===== config.mk =====
export PLATFORM = sky130hd
export DESIGN_NAME = fetch_sequencer
export DESIGN_NICKNAME = d
export VERILOG_FILES = /design/src/rtl/fetch_sequencer.sv
export SDC_FILE = /design/constraint.sdc
export NUM_CORES = 1
export LEC_CHECK = 0
export BUFFER_PORTS_ARGS = -buffer_cell sky130_fd_sc_hd__buf_2
export CORE_MARGIN = 5
export CORE_UTILIZATION = 43
export DETAILED_ROUTE_END_ITERATION = 10
export PLACE_DENSITY = 0.77
export SLEW_MARGIN = 15
export SYNTH_ARGS = -nofsm -noshare
export SYNTH_HDL_FRONTEND = slang
export SYNTH_SLANG_ARGS = --single-unit

===== constraint.sdc =====
create_clock -name clk -period 1.7 [get_ports clk]
set_input_delay 0.255 -clock clk [delete_from_list [all_inputs] [get_ports clk]]
set_output_delay 0.255 -clock clk [all_outputs]
set_load 0.01 [all_outputs]

===== src/rtl/fetch_sequencer.sv =====
`default_nettype none
// ============================================================================
// Module      : fetch_sequencer
// Description : Fetch PC register and next-PC sequencing with branch, jump,
//               register-jump wait, mispredict recovery and external load.
// Revision    : 1.0
// ============================================================================
module fetch_sequencer #(
  parameter int PC_WIDTH      = 16,
  parameter int FETCH_WIDTH   = 4,
  parameter int RESET_PC      = 0,
  parameter int RECOV_BUBBLES = 1
) (
  input  logic                clk,
  input  logic                rst_n,
  input  logic                stall_fetch,
  input  logic                has_mispredict,
  input  logic [PC_WIDTH-1:0] pc_recovery,
  input  logic                exter_pc_en,
  input  logic [PC_WIDTH-1:0] exter_pc,
  input  logic                brnch_taken,
  input  logic [1:0]          brnch_slot,
  input  logic [PC_WIDTH-1:0] brnch_target,
  input  logic                jump_imm_valid,
  input  logic [1:0]          jump_imm_slot,
  input  logic [PC_WIDTH-1:0] jump_imm_target,
  input  logic                jump_reg_pending,
  input  logic                jump_base_rdy_from_rf,
  input  logic [PC_WIDTH-1:0] jump_base_from_rf,
  output logic [PC_WIDTH-1:0] pc,
  output logic                fetch_valid,
  output logic [2:0]          pc_sel,
  output logic                stall_for_jump,
  output logic [7:0]          jr_stall_cnt
);

  localparam int c_bub_w = (RECOV_BUBBLES < 2) ? 1 : $clog2(RECOV_BUBBLES + 1);
  localparam logic [c_bub_w-1:0]  c_bub_init = c_bub_w'(RECOV_BUBBLES);
  localparam logic [c_bub_w-1:0]  c_bub_one  = c_bub_w'(1);
  localparam logic [PC_WIDTH-1:0] c_reset_pc = PC_WIDTH'(RESET_PC);
  localparam logic [PC_WIDTH-1:0] c_pc_inc   = PC_WIDTH'(FETCH_WIDTH);

  localparam logic [2:0] c_sel_seq   = 3'd0;
  localparam logic [2:0] c_sel_brnch = 3'd1;
  localparam logic [2:0] c_sel_jimm  = 3'd2;
  localparam logic [2:0] c_sel_jreg  = 3'd3;
  localparam logic [2:0] c_sel_recov = 3'd4;
  localparam logic [2:0] c_sel_ext   = 3'd5;
  localparam logic [2:0] c_sel_hold  = 3'd6;

  typedef enum logic [1:0] {
    S_BOOT    = 2'd0,
    S_RUN     = 2'd1,
    S_JR_WAIT = 2'd2,
    S_RECOVER = 2'd3
  } state_t;

  state_t               r_state;
  logic [c_bub_w-1:0]   r_bub_cnt;

  logic                 w_take_jimm;
  logic                 w_take_brnch;
  logic [7:0]           w_jr_cnt_inc;

  // Both redirects in one bundle: the earlier slot wins, a tie goes to the jump.
  assign w_take_jimm  = jump_imm_valid && (!brnch_taken || (jump_imm_slot <= brnch_slot));
  assign w_take_brnch = brnch_taken && !w_take_jimm;
  assign w_jr_cnt_inc = (jr_stall_cnt == 8'hFF) ? 8'hFF : jr_stall_cnt + 8'd1;

  always_ff @(posedge clk or negedge rst_n) begin
    if (!rst_n) begin
      r_state        <= S_BOOT;
      r_bub_cnt      <= '0;
      pc             <= c_reset_pc;
      fetch_valid    <= 1'b0;
      pc_sel         <= c_sel_seq;
      stall_for_jump <= 1'b0;
      jr_stall_cnt   <= 8'd0;
    end else if (exter_pc_en) begin
      pc             <= exter_pc;
      pc_sel         <= c_sel_ext;
      r_state        <= S_RUN;
      fetch_valid    <= 1'b1;
      stall_for_jump <= 1'b0;
    end else if (has_mispredict) begin
      pc             <= pc_recovery;
      pc_sel         <= c_sel_recov;
      r_state        <= S_RECOVER;
      r_bub_cnt      <= c_bub_init;
      fetch_valid    <= 1'b0;
      stall_for_jump <= 1'b0;
    end else begin
      case (r_state)
        S_BOOT: begin
          r_state     <= S_RUN;
          fetch_valid <= 1'b1;
        end
        S_RUN: begin
          if (stall_fetch) begin
            pc_sel <= c_sel_hold;
          end else if (w_take_jimm) begin
            pc     <= jump_imm_target;
            pc_sel <= c_sel_jimm;
          end else if (w_take_brnch) begin
            pc     <= brnch_target;
            pc_sel <= c_sel_brnch;
          end else if (jump_reg_pending) begin
            if (jump_base_rdy_from_rf) begin
              pc     <= jump_base_from_rf;
              pc_sel <= c_sel_jreg;
            end else begin
              // The first waiting cycle is already counted on entry.
              r_state        <= S_JR_WAIT;
              pc_sel         <= c_sel_hold;
              fetch_valid    <= 1'b0;
              stall_for_jump <= 1'b1;
              jr_stall_cnt   <= w_jr_cnt_inc;
            end
          end else begin
            pc     <= pc + c_pc_inc;
            pc_sel <= c_sel_seq;
          end
        end
        S_JR_WAIT: begin
          if (jump_base_rdy_from_rf) begin
            pc             <= jump_base_from_rf;
            pc_sel         <= c_sel_jreg;
            r_state        <= S_RUN;
            fetch_valid    <= 1'b1;
            stall_for_jump <= 1'b0;
          end else begin
            jr_stall_cnt <= w_jr_cnt_inc;
          end
        end
        S_RECOVER: begin
          if (r_bub_cnt <= c_bub_one) begin
            r_state     <= S_RUN;
            r_bub_cnt   <= '0;
            fetch_valid <= 1'b1;
          end else begin
            r_bub_cnt <= r_bub_cnt - c_bub_one;
          end
        end
        default: begin
          r_state <= S_BOOT;
        end
      endcase
    end
  end

endmodule
`default_nettype wire


==> results of run 1 <==
==> path summary, 6_finish.rpt <==
check,startpoint,endpoint,slack (ns)
worst max-delay path,r_state[0],jr_stall_cnt[7],-0.17
worst min register to register,fetch_valid,fetch_valid,0.51
min in group asynchronous,rst_n,pc[14],0.43
max in group asynchronous,rst_n,r_state[1],0.84
worst max register to register,r_state[0],jr_stall_cnt[7],-0.17
worst min-delay path,pc_recovery[5],pc[5],0.23
==> Yosys cell counts (all sizes together), types with 7 or more instances <==
| cell type | count |
|---|---|
| nor3 | 7 |
| mux2i | 12 |
| xor2 | 8 |
| a31oi | 9 |
| o211ai | 13 |
| nand3 | 11 |
| a21oi | 36 |
| o21ai | 37 |
| clkbuf | 16 |
| dfrtp | 31 |
| nor2 | 32 |
| inv | 14 |
| buf | 7 |
| nand2 | 42 |
==> through the flow <==
step,std cells,power [W],setup TNS (ns),area [um2],hold slack (ns)
5_1_grt,613,0.003015,-1.570,4223,0.2410
4_1_cts,609,0.002738,-0.2090,4071,0.2381
2_1_floorplan,360,0.001571,-0.3968,2789,-0.04059
3_3_place_gp,597,0.002106,-3.490,3879,0.2098
6_report,613,0.002853,-0.5402,4223,0.2346
3_5_place_dp,597,0.002130,-4.728,3879,0.2111
==> flip-flops by register name, indices dropped and copies added, names as in the netlist <==
name	flops
pc_sel	3
jr_stall_cnt	8
stall_for_jump	1
pc	16
fetch_valid	1
r_state	2
==> layout make-up <==
class	count	share of cell area
tap	77	0.02281
sequential	31	0.1843
timing repair buffer	191	0.2809
clock buffer	7	0.01807
inverter	14	0.01244
clock inverter	1	0.001185
multi-input combinational	292	0.4803
==> worst max-delay path, stage by stage, from the launching register on <==
cell	delay, ns
dfrtp_1	0.39
inv_2	0.08
ha_4	0.21
buf_6	0.12
a2111oi_4	0.39
nand4_1	0.22
mux2_4	0.34
==> repair_timing <==
action	in CTS	in global routing
pin swaps	7	20
endpoints found under the hold margin	14	0
hold buffers	1	0
setup endpoints to repair	19	24
setup buffers	3	4
resized for setup	15	33
cloned	0	0
==> report_power, final <==
part	leakage [nW]	internal [W]	switching (W)
logic	1.56	0.000611	0.000688
registers	0.363	0.000845	0.000123
clock network	0.0422	0.000287	0.000299
total	1.96	0.00174	0.00111
==> layer usage <==
metal  track usage  vias up
met5             0        -
met4        0.1150        0
met3       0.05714       64
met2        0.3965      264
met1        0.3531     1721
li1              -     1695
==> cell families (layout without fill, tap and decap cells) <==
group	Yosys count	count (layout)	share of synthesized area
xor+xnor	11	11	0.03550
compound gates	138	138	0.3264
flops	31	31	0.2858
buf+inv	37	213	0.05947
mux	15	15	0.05671
fa+ha+maj	6	6	0.02766
simple gates	122	122	0.2084
==> parameters.txt, run 1 <==
Parameter                              Value

Worst setup path
  Kind of start point of the critical path    register
  Critical path data required time    1.88 ns
  CP Class    reg -> reg
  Maximum fanout encountered on the critical timing path    4
  Category of the worst setup path capture point    register
  Worst-case reg-to-reg path depth    6
  Data arrival time of the critical path    2.04 ns

Synth
  Count of flip-flops with a built-in enable after synthesis    0
  Cell area after synthesis    2714 um2
  Register bit total from synthesis    31
  Synth Flop Type    dfrtp_1
  Sequential element share of the synthesized area    0.2858
  Ranking of synthesized cells by area    dfrtp_1, o21ai_0, a21oi_1
  Syn Inst Count    360
  Synthesized Nets    459
  Cell taking the most area after synthesis    dfrtp_1
  Mean area per synthesized cell    7.538 um2
  Synthesis Warnings    0
  Area share of the largest cell type after synthesis    0.2858
  Fraction of registers with async set/reset    1.000
  Netlist cell types    49

Place
  Routability congestion estimate    0.9546
  HPWL after DPL    8.378 mm
  Port buffer count    121
  Minimum setup slack after placement    -0.2954 ns

Route
  Overall via count from detail_route    3744
  Number of DRC markers in iteration 0    432
  Via-to-Cell Ratio    6.108
  Antenna viol nets, final    0
  Wire length on met1    4.438 mm
  Drc violations    0
  Uppermost metal layer occupied by signal nets    met4
  Amount of wire on met3 after detailed routing    1.125 mm
  Detailed-route wire length    11.12 mm
  Routed met2 length    5.025 mm
  Routed WL per cell    18.14 um
  Number of detailed-routing iterations run before antenna repair    5

Global route
  Number of antenna violations at the first check in global routing    0
  Wire length of the first global-routing pass    16.08 mm
  Via count of the first global-routing pass    3328
  Global route total overflow    0
  Pin count of the biggest net entering global routing    27
  Aggregate global-route resource usage    0.2603

Pwr
  Leakage dissipation    1.961 nW
  Peak ir drop on the vdd network    0.3302 mV
  Power density over the cells    675.7 nW/um2

STA
  Worst slew margin relative to its limit    0.6741
  Worst Max-Slew Pin Slew    0.4878 ns
  Final-report hold violation count    0
  Setup slack of the critical path after layout    -0.1669 ns
  Time the final worst path needs with I/O delays and setup    1.867 ns
  Count of final setup violators    8
  Final worst path period share    1.098
  Final Max Tran Viols    0
  RSZ-0062 raised after global routing    true
  Worst-case clock skew    0.01015 ns
  Maximum operating frequency    535.7 MHz

Layout
  Synthesis-to-layout area growth    55.60%
  Multi-input logic area    2028 um2
  Net count reported at finish    634
  Top library cells by usage in the layout, fill and taps aside    buf_2, buf_4, nand2_1
  Commonest non-fill, non-tap cell in the layout    buf_2
  Utilization of the core after routing    0.6766
  Area of all sequential standard cells    778.2 um2
  Share of post-route cells with drive strength above 1    0.4627
  Fillers    508
  N_diodes    0

Outcome
  Run status    finished with violations
  Violated checks    negative setup slack

Floorplanning
  Number of standard-cell rows in the floorplan    29
  Y dimension of the die    89.45 um
  Die footprint    8000 um2
  Top-level I/O count    122
  Core region area    6241 um2
  X dimension of the die    89.45 um
  Starting utilization of the core area    0.4348

Clock network
  Bufs on Longest Clock Path    2
  Root buffer cell    clkbuf_8
  Insertion delay of the later-clocked pin in the worst-skew pair    0.30 ns
  Number of clock sinks    31
  Clock-pin slew of the registers on the worst-case setup and hold paths    0.07 ns
  Clock tree from TritonCTS    built
  Total clock buffers created by CTS    5
  Depth of the CTS H-tree    2

Run
  Max cap viols    0

Worst hold path
  Hold depth    3
  Class of the tightest hold or removal check    in -> reg
Power figures use the tool's default switching activity.
==> run 2: changes to the inputs <==
CORE_UTILIZATION = 48   (was 43)
PLACE_DENSITY = 0.81   (was 0.77)
clock period = 1.8 ns   (was 1.7 ns; I/O delays follow)
==> run 2 against run 1 <==
  * The run still ends with negative setup slack left
  * First-iteration DRC count grew 4.9%
  * Critical path depth is the same
  * Worst hold slack lost 0.19 ns
  * Fmax grew 0.53%
  * Sequential power shrank 5.9%
  * Via count shrank 2.6%
  * Setup slack gained 0.11 ns
  * Power shrank 1.9%
  * Sequential share of layout area grew 0.87 points
  * Highest routed layer unchanged
==> parameters.txt, run 2 (synthesized netlist as in run 1, its figures left out) <==
Parameter                              Value

Route
  Antenna viol nets, final    0 (unchanged)
  Overall via count from detail_route    3646 (-2.6%)
  Number of detailed-routing iterations run before antenna repair    7 (+2)
  Number of DRC markers in iteration 0    453 (+4.9%)
  Routed WL per cell    18.47 um (+1.8%)
  Via-to-Cell Ratio    6.148 (+0.67%)
  Detailed-route wire length    10.95 mm (-1.5%)
  Drc violations    0 (unchanged)

Worst setup path
  Data arrival time of the critical path    2.03 ns (about the same)
  List of cells traversed by the critical path    inv_1, ha_2, buf_6, a2111oi_4, nand4_1, mux2_4
  Kind of start point of the critical path    register
  Category of the worst setup path capture point    register
  Worst path top cell family by delay    flip-flops
  Worst setup slack for register-to-register paths    -0.06 ns (+0.11 ns)
  Slowest stage cell, crit path    dfrtp_1
  Critical path data required time    1.98 ns (+0.10 ns)
  Bufs and invs on worst path    2 (unchanged)
  CP Class    reg -> reg
  Maximum fanout encountered on the critical timing path    5 (+1)
  Delay of the slowest cell on the worst path    0.42 ns (+0.03 ns)

Place
  Port buffer count    121 (unchanged)
  Placed Instance Area    3757 um2 (-3.1%)
  Routability congestion estimate    0.9263 (-3.0%)
  Minimum setup slack after placement    -0.2336 ns (+0.06180 ns)
  HPWL after DPL    8.077 mm (-3.6%)
  Number of placed cells counting well taps    583 (-2.3%)

STA
  Final worst path period share    1.032 (-0.06648)
  Worst slew margin relative to its limit    0.4929 (-0.1812)
  Setup slack of the critical path after layout    -0.05702 ns (+0.1099 ns)
  Worst Max-Slew Pin Slew    0.7606 ns (+0.2728 ns)
  Maximum operating frequency    538.5 MHz (+0.53%)
  Worst-case clock skew    0.009849 ns (-0.0003019 ns)
  Time the final worst path needs with I/O delays and setup    1.857 ns (-0.009852 ns)
  Final-report hold violation count    0 (unchanged)
  RSZ-0062 raised after global routing    true
  Final Max Tran Viols    0 (unchanged)
  Count of final setup violators    3 (-5)

Pwr
  Portion of total power attributed to combinational logic    0.410 (-0.045)
  Peak ir drop on the vdd network    0.4880 mV (+48%)
  Leakage dissipation    1.891 nW (-3.6%)
  Internal power of the cells    0.001773 W (+1.7%)
  Net Sw Frac    0.3668 (-0.02240)
  Clock group share of total power    0.265 (+0.060)
  Part of the power in registers    0.326 (-0.013)
  PnR Total Power    0.002799 W (-1.9%)
  Power density over the cells    696.3 nW/um2 (+3.1%)
  Switching pwr    0.001027 W (-7.5%)

Layout
  Synthesis-to-layout area growth    48.13%
  Final std cell area, no fill    4020 um2 (-4.8%)
  Number of flip-flops in the largest register    16 (unchanged)
  N_diodes    0 (unchanged)
  Top library cells by usage in the layout, fill and taps aside    buf_2, buf_4, nand2_1
  Net count reported at finish    619 (-2.4%)
  Share of post-route cells with drive strength above 1    0.4107 (-0.05194)
  Biggest regs    pc x16, jr_stall_cnt x8, pc_sel x3
  Commonest non-fill, non-tap cell in the layout    buf_2
  Post-Layout Cell Count    593 (-3.3%)
  Register with the highest flop count    pc
  Fillers    420 (-17%)

Floorplanning
  Core region area    5507 um2 (-12%)
  Die footprint    7257 um2 (-9.3%)
  Starting utilization of the core area    0.4928 (+0.05800)
  Number of standard-cell rows in the floorplan    27 (-6.9%)
  Y dimension of the die    85.19 um (-4.8%)
  X dimension of the die    85.19 um (-4.8%)
  Top-level I/O count    122 (unchanged)

Global route
  Wire length of the first global-routing pass    16.37 mm (+1.8%)
  Aggregate global-route resource usage    0.2787 (+0.01841)
  Via count of the first global-routing pass    3492 (+4.9%)
  Pin count of the biggest net entering global routing    32 (+19%)
  Global route total overflow    0 (unchanged)
  Number of antenna violations at the first check in global routing    0 (unchanged)

Clock network
  Depth of the CTS H-tree    2 (unchanged)
  Clock-pin slew of the registers on the worst-case setup and hold paths    0.08 ns (about the same)
  Bufs on Longest Clock Path    2 (unchanged)
  Total clock buffers created by CTS    5 (unchanged)
  Hold buffer count at cts    0 (-1)
  Insertion delay of the later-clocked pin in the worst-skew pair    0.30 ns (about the same)
  Clock tree from TritonCTS    built
  Number of clock sinks    31 (unchanged)
  Root buffer cell    clkbuf_8

Run
  Max cap viols    0 (unchanged)

Outcome
  Run status    finished with violations
  Violated checks    negative setup slack

Worst hold path
  Class of the tightest hold or removal check    in -> async
run 2: changes by cell type in the layout (fill, tap and decap cells not counted), moves of 4 or more:
cell / before / now
a21oi_2: 4 / 0
o21ai_1: 8 / 3
buf_4: 62 / 49
nor2_1: 24 / 28
o21ai_0: 29 / 34
a21oi_1: 31 / 35
run 2: power groups by stage:
stage | clock network, W | logic [W] | registers, W
after global placement | 0 | 0.00104 | 0.000901
after global routing | 0.000773 | 0.00124 | 0.000922
final | 0.000741 | 0.00115 | 0.000911
after floorplan | 0 | 0.000504 | 0.000963
after detailed placement | 0 | 0.00107 | 0.000909
after CTS | 0.000731 | 0.00108 | 0.000899
run 2: final cells by class:
cell class,count,area (um2),share of cell area
clock inverter,2,35.03,0.008715
sequential,31,775.7,0.1930
timing repair buffer,176,1052,0.2617
multi-input combinational,292,1932,0.4805
clock buffer,6,82.58,0.02054
tap,72,90.09,0.02241
inverter,14,52.55,0.01307
run 2: worst reg2reg max path: cells and delay by family, from the launching register on:
| family | cells | cell delay, ns |
|---|---|---|
| DFF | 1 | 0.42 |
| buffers and inverters | 2 | 0.22 |
| muxes | 1 | 0.33 |
| and+or+nand+nor | 1 | 0.17 |
| adders and majority gates | 1 | 0.21 |
| AOI/OAI and AO/OA | 1 | 0.41 |
run 2: routing by layer:
layer | GRT usage | share of wire | wire [um]
met1 | 0.3580 | 0.39 | 4296
met2 | 0.4541 | 0.46 | 5054
met3 | 0.05340 | 0.11 | 1230
met4 | 0.1209 | 0.034 | 371
met5 | 0 | 0 | 0
run 2: timing repair:
action,CTS,global route
setup buffers,0,1
cloned,0,1
pin swaps,2,6
endpoints found under the setup margin,11,17
resized for setup,8,22
run 2: per-stage QoR:
step / utilization / hold WS (ns) / TNS, ns
3_5_place_dp: 0.6823 / 0.3794 / -2.238
2_1_floorplan: - / -0.02559 / -0.1255
5_1_grt: 0.7301 / 0.08768 / -0.5031
6_report: 0.7301 / 0.04351 / -0.1027
3_3_place_gp: 0.6823 / 0.3615 / -1.287
4_1_cts: 0.7107 / 0.06473 / -0.02357
run 2: path summary, 6_finish.rpt:
path	endpoint	start	depth (start not counted)
setup / recovery	jr_stall_cnt[7]	r_state[1]	6
max in group asynchronous	pc[11]	rst_n	1
hold reg to reg	pc_sel[2]	pc_sel[2]	2
min in group clk	pc[5]	pc_recovery[5]	3
hold / removal	r_state[0]	rst_n	1
setup reg to reg	jr_stall_cnt[7]	r_state[1]	6
